--- src/rtl/mux_arbiter_2.sv ---
// mux_arbiter_2: two-requester burst arbiter driving a shared 2:1 data mux
// into a single registered output stage.
//
// Ports
//   i_clk          clock, all state updates on the rising edge
//   i_rst_n        asynchronous active-low reset
//   i_req0/1       requester n holds a request / has a beat available
//   i_last0/1      current beat of requester n ends its burst
//   i_data0/1      beat data of requester n
//   i_out_ready    downstream accepts o_out_data this cycle
//   o_gnt0/1       requester n owns the shared path (one-hot or zero)
//   o_sel          data mux select, 0 = i_data0, 1 = i_data1
//   o_out_valid    o_out_data holds a valid beat
//   o_out_data     registered beat from the owning requester
//
// Contains the shared 2:1 mux sub-module followed by the arbiter top.

module mux_2to1 #(
    parameter int unsigned WIDTH = 8
) (
    input  logic [WIDTH-1:0] i_zero,
    input  logic [WIDTH-1:0] i_one,
    input  logic             i_sel,
    output logic [WIDTH-1:0] o_out
);

    assign o_out = i_sel ? i_one : i_zero;

endmodule

module mux_arbiter_2 #(
    parameter int unsigned WIDTH     = 8,
    parameter int unsigned MAX_BURST = 4
) (
    input  logic             i_clk,
    input  logic             i_rst_n,
    input  logic             i_req0,
    input  logic             i_req1,
    input  logic             i_last0,
    input  logic             i_last1,
    input  logic [WIDTH-1:0] i_data0,
    input  logic [WIDTH-1:0] i_data1,
    input  logic             i_out_ready,
    output logic             o_gnt0,
    output logic             o_gnt1,
    output logic             o_sel,
    output logic             o_out_valid,
    output logic [WIDTH-1:0] o_out_data
);

    typedef enum logic [1:0] {
        StIdle = 2'd0,
        StOwn0 = 2'd1,
        StOwn1 = 2'd2
    } state_t;

    // Count of the beat that closes a maximum-length burst.
    localparam logic [7:0] CntLast = 8'(MAX_BURST - 1);

    state_t           r_state;
    logic             r_prio;
    logic [7:0]       r_cnt;
    logic             r_out_valid;
    logic [WIDTH-1:0] r_out_data;

    logic             w_owner;      // index of the current owner when owning
    logic             w_owning;
    logic             w_own_req;
    logic             w_own_last;
    logic             w_other_req;
    logic             w_ld;
    logic             w_accept;
    logic             w_release;
    logic [WIDTH-1:0] w_mux;

    // Grants and select are pure state decodes.
    assign o_gnt0      = (r_state == StOwn0);
    assign o_gnt1      = (r_state == StOwn1);
    assign o_sel       = (r_state == StOwn1);
    assign o_out_valid = r_out_valid;
    assign o_out_data  = r_out_data;

    assign w_owner     = (r_state == StOwn1);
    assign w_owning    = (r_state == StOwn0) || (r_state == StOwn1);
    assign w_own_req   = w_owner ? i_req1  : i_req0;
    assign w_own_last  = w_owner ? i_last1 : i_last0;
    assign w_other_req = w_owner ? i_req0  : i_req1;

    // Output stage can load when empty or when its beat is being taken.
    assign w_ld        = !r_out_valid || i_out_ready;
    assign w_accept    = w_owning && w_own_req && w_ld;
    assign w_release   = w_accept && (w_own_last || (r_cnt == CntLast));

    mux_2to1 #(
        .WIDTH (WIDTH)
    ) u_mux (
        .i_zero (i_data0),
        .i_one  (i_data1),
        .i_sel  (o_sel),
        .o_out  (w_mux)
    );

    always_ff @(posedge i_clk or negedge i_rst_n) begin
        if (!i_rst_n) begin
            r_state     <= StIdle;
            r_prio      <= 1'b0;
            r_cnt       <= 8'd0;
            r_out_valid <= 1'b0;
            r_out_data  <= '0;
        end else begin
            if (w_ld) begin
                r_out_valid <= w_accept;
                if (w_accept) begin
                    r_out_data <= w_mux;
                end
            end

            case (r_state)
                StIdle: begin
                    if (i_req0 && i_req1) begin
                        r_state <= r_prio ? StOwn1 : StOwn0;
                    end else if (i_req0) begin
                        r_state <= StOwn0;
                    end else if (i_req1) begin
                        r_state <= StOwn1;
                    end
                end
                StOwn0, StOwn1: begin
                    if (!w_own_req) begin
                        // Owner withdrew: abort without taking a beat.
                        r_state <= StIdle;
                        r_cnt   <= 8'd0;
                        r_prio  <= !w_owner;
                    end else if (w_release) begin
                        r_cnt  <= 8'd0;
                        r_prio <= !w_owner;
                        // Hand straight to a waiting peer, no idle bubble.
                        if (w_other_req) begin
                            r_state <= w_owner ? StOwn0 : StOwn1;
                        end else begin
                            r_state <= StIdle;
                        end
                    end else if (w_accept) begin
                        r_cnt <= r_cnt + 8'd1;
                    end
                end
                default: begin
                    r_state <= StIdle;
                end
            endcase
        end
    end

endmodule

--- config.mk ---
export PLATFORM = sky130hd
export DESIGN_NAME = mux_arbiter_2
export DESIGN_NICKNAME = d
export VERILOG_FILES = /design/src/rtl/mux_arbiter_2.sv
export SDC_FILE = /design/constraint.sdc
export NUM_CORES = 1
export LEC_CHECK = 0
export BUFFER_PORTS_ARGS = -buffer_cell sky130_fd_sc_hd__clkbuf_2
export CAP_MARGIN = 20
export CORE_MARGIN = 2
export CORE_UTILIZATION = 50
export DETAILED_ROUTE_END_ITERATION = 8
export PLACE_DENSITY = 0.78
export SLEW_MARGIN = 25
export SYNTH_ARGS = -nofsm -noshare
export SYNTH_HDL_FRONTEND = slang
export SYNTH_SLANG_ARGS = --single-unit
--- constraint.sdc ---
create_clock -name i_clk -period 2.9 [get_ports i_clk]
set_clock_uncertainty 0.2 [all_clocks]
set_input_delay 0.145 -clock i_clk [delete_from_list [all_inputs] [get_ports i_clk]]
set_output_delay 0.145 -clock i_clk [all_outputs]
set_load 0.005 [all_outputs]
==> flow_summary.rst <==
.. list-table::
   :header-rows: 1

   * - Metric
     - Value
   * - Routed len/inst
     - 15.2 um
   * - Core Util, Final
     - 0.701
   * - Number of endpoints with negative hold slack in the final report
     - 0
   * - Fraction of the mapped netlist area in simple logic gates
     - 0.111
   * - Core box area
     - 2230 um^2
   * - Share of post-route cells with drive strength above 1
     - 0.287
   * - DR iter-0 viols
     - 14
   * - Congestion Overflow GR
     - 0
   * - H-tree lvl count
     - 1
   * - Most frequent cell after synthesis
     - sky130_fd_sc_hd__dfrtp_1
   * - Transition at the pin with the smallest max-transition slack
     - 546 ps
   * - Syn Area/Cell
     - 10.1 um^2
   * - Area share of the largest cell type after synthesis
     - 0.424
   * - Largest family of logic cells by synthesized area
     - compound AO/OA/AOI/OAI gates
   * - Met2 Track Usage GR
     - 0.425
   * - Global-route wire length before repair
     - 5130 um
   * - Synth Cell Area
     - 1180 um^2
   * - Number of flip-flops and latches in the synthesized netlist
     - 20
   * - Synth Net Count
     - 146
   * - Share of the cycle needed by the critical path after routing
     - 0.814
   * - Layout Cell Area excl Fill
     - 1570 um^2
   * - Run status
     - finished, final reports clean
   * - Sequential fraction of the synthesis area
     - 0.424
   * - Buffers added on ports
     - 34
   * - Slack of the worst reg-to-reg path
     - 540 ps
   * - Maximum number of pins on one net before global-route repair
     - 21
   * - Leakage power total
     - 0.735 nW
   * - Inst Count DP
     - 174
   * - Number of antenna violations at the first check in global routing
     - 0
   * - Count of inserted antenna diode cells
     - 0
   * - Crit Path Category
     - flop to flop
   * - Max-cap violations
     - 0
   * - Global routing usage on met1
     - 0.338
   * - YS warnings
     - 0
   * - Post-DP Area
     - 1360 um^2
   * - Post-synthesis xor/xnor area fraction
     - 0.0445
   * - Number of cells on the worst reg-to-reg path
     - 5
   * - Worst hold slack after final layout
     - 78.3 ps
   * - Post-synth EDFFs
     - 0
   * - Leading area contributor after synthesis
     - sky130_fd_sc_hd__dfrtp_1
   * - Horizontal die dimension
     - 52.6 um
   * - Unique masters post-synth
     - 35
   * - Effective utilization at floorplan
     - 0.529
   * - Vias in the first global route
     - 1102
   * - Clock insertion delay at the later pin of the skew report
     - 310 ps
   * - Total global-route track usage
     - 0.258
   * - Arrival time of the worst setup path
     - 2330 ps
   * - Floorplan die height
     - 52.6 um
   * - Routed via count
     - 1077
   * - Post-route minimum period
     - 2360 ps
   * - Filler cells
     - 179
   * - Number of cells in the finished layout apart from fillers
     - 195
   * - M3 GR Usage
     - 0.0571
   * - Sink count of the clock tree
     - 20
   * - Critical Path Start Type
     - flop
   * - Area growth syn-to-layout
     - 32.6%
   * - Power per Cell Area
     - 862 nW/um^2
   * - Element type at the critical path end
     - flop
   * - Number of cells on the worst hold path
     - 3
   * - Die area
     - 2770 um^2
   * - Type of the most critical hold path
     - input port to flop
   * - Placed wire-length estimate after detailed placement
     - 1890 um
   * - Final setup TNS
     - 0 ps
   * - Most crowded layer after global routing
     - met2
   * - Overall routed net length
     - 2960 um
   * - Number of CTS-inserted buffers
     - 3
   * - Maximum root-to-sink buffer count
     - 2
   * - Clock tree from TritonCTS
     - done
   * - Cts repair resizes
     - 0
   * - Relative slew slack
     - 0.635
   * - Detail-routed via count per cell
     - 5.52
   * - CTS root buffer
     - sky130_fd_sc_hd__clkbuf_4
   * - Max Transition Viols Final
     - 0
   * - CP Max Fanout
     - 18
   * - Peak VDD IR
     - 0.000682 V
   * - Top area cells in the synthesized netlist
     - sky130_fd_sc_hd__dfrtp_1, sky130_fd_sc_hd__mux2i_1, sky130_fd_sc_hd__ha_1, sky130_fd_sc_hd__nand2_1, sky130_fd_sc_hd__o21ai_0
   * - Origin of the critical flop-to-flop path
     - r_state[0]$_DFFE_PN0P_
   * - Number of remaining DRC errors
     - 0
   * - Number of detailed-route iterations in the first pass
     - 4
   * - Launch point of the worst hold path
     - i_out_ready
   * - Placer congestion estimate
     - 0.804
   * - Area fraction in compound gates after synthesis
     - 0.196
   * - Total of endpoints with negative setup slack in the final report
     - 0
   * - Share of synthesized area spent on multiplexers
     - 0.117
   * - Required time worst endpoint
     - 2870 ps
   * - Top cells by instance count after synthesis
     - sky130_fd_sc_hd__dfrtp_1, sky130_fd_sc_hd__nand2_1, sky130_fd_sc_hd__o21ai_0
   * - Net count reported at finish
     - 197
   * - Highest clock rate
     - 424 MHz
   * - Most frequently used flop master after synthesis
     - sky130_fd_sc_hd__dfrtp_1
   * - Residual antenna-violating net count after detailed routing
     - 0
   * - Number of cells produced by synthesis
     - 117
   * - Adder and majority cell fraction of the synthesized area
     - 0.0636
   * - Number of I/O pins
     - 35
   * - Clock transition at the registers of the reported paths
     - 120 ps
   * - Launch point of the worst path
     - r_state[0]$_DFFE_PN0P_
   * - RSZ-0062 raised after global routing
     - false
   * - Placement Rows
     - 17
   * - Share of synthesized flip-flops with an asynchronous set or reset
     - 1.00
==> metrics by stage <==
stage | total power [W] | setup slack, ps
6_report | 0.00135 | 541
5_1_grt | 0.00146 | 329
4_1_cts | 0.00134 | 563
3_5_place_dp | 0.00111 | 593
3_3_place_gp | 0.00107 | 715
2_1_floorplan | 0.000929 | 827
==> layout make-up <==
class / count / area, um^2 / area share
timing repair buffer: 52 / 348 / 0.222
sequential: 20 / 500 / 0.319
multi-input combinational: 86 / 628 / 0.401
tap: 28 / 35.0 / 0.0224
inverter: 5 / 18.8 / 0.0120
clock buffer: 4 / 36.3 / 0.0232
==> worst max-delay path: stages (launching register included) <==
cell and delay [ps]:
sky130_fd_sc_hd__dfrtp_1 410, sky130_fd_sc_hd__inv_1 90, sky130_fd_sc_hd__ha_1 620, sky130_fd_sc_hd__nand3_1 540
sky130_fd_sc_hd__nand2_1 230, sky130_fd_sc_hd__o21ai_0 120
==> worst paths after layout <==
kind                                             endpoint
worst max-delay path            o_out_data[3]$_DFFE_PN0P_
worst min-delay path              o_out_valid$_DFFE_PN0N_
worst max register to register  o_out_data[3]$_DFFE_PN0P_
worst min register to register  o_out_data[6]$_DFFE_PN0P_
max in group asynchronous       o_out_data[0]$_DFFE_PN0P_
min in group asynchronous         o_out_valid$_DFFE_PN0N_
==> power by group <==
part | total (W) | internal, W | switching [W]
Sequential | 0.000446 | 0.000377 | 0.0000681
Clock | 0.000168 | 0.0000767 | 0.0000912
Combinational | 0.000738 | 0.000333 | 0.000404
Total | 0.00135 | 0.000787 | 0.000564
==> cell families after synthesis <==
group / Yosys count
AO/OA/AOI/OAI: 34
AND/OR/NAND/NOR: 27
flip-flops: 20
multiplexers: 13
buffers and inverters: 11
XOR/XNOR: 6
adder cells (fa/ha/maj): 6
==> per-layer routing <==
layer  part of all wire  routed length [um]
met4             0.0098                  29
met1               0.43                1280
met3              0.058                 173
met2               0.50                1480
met5                  0                   0
==> flip-flops by register name, indices dropped and copies added, names as in the netlist <==
| name | count |
|---|---|
| o_out_data | 8 |
| r_cnt | 8 |
| r_state | 2 |
| o_out_valid | 1 |
| r_prio | 1 |
==> layout by cell type, fill, tap and decap left out, types with 2 or more instances in the layout <==
master                          netlist  final
sky130_fd_sc_hd__a211oi_1             3      3
sky130_fd_sc_hd__nand3_1              3      3
sky130_fd_sc_hd__nor2b_1              3      3
sky130_fd_sc_hd__nand2_1             15     15
sky130_fd_sc_hd__dlygate4sd3_1        0     17
sky130_fd_sc_hd__dfrtp_1             20     20
sky130_fd_sc_hd__a21oi_1              8      8
sky130_fd_sc_hd__clkbuf_4             0      3
sky130_fd_sc_hd__ha_1                 6      6
sky130_fd_sc_hd__o21ai_0             11     11
sky130_fd_sc_hd__mux2_2               2      2
sky130_fd_sc_hd__clkbuf_2             0     34
sky130_fd_sc_hd__o211ai_1             2      2
sky130_fd_sc_hd__xnor2_1              5      5
sky130_fd_sc_hd__inv_1                5      5
sky130_fd_sc_hd__mux2i_1             10     10
==> repair_timing <==
item	CTS	global route
setup buffers	0	0
hold buffers	17	0
endpoints found under the hold margin	28	0
(Power assumes the default switching activity.)
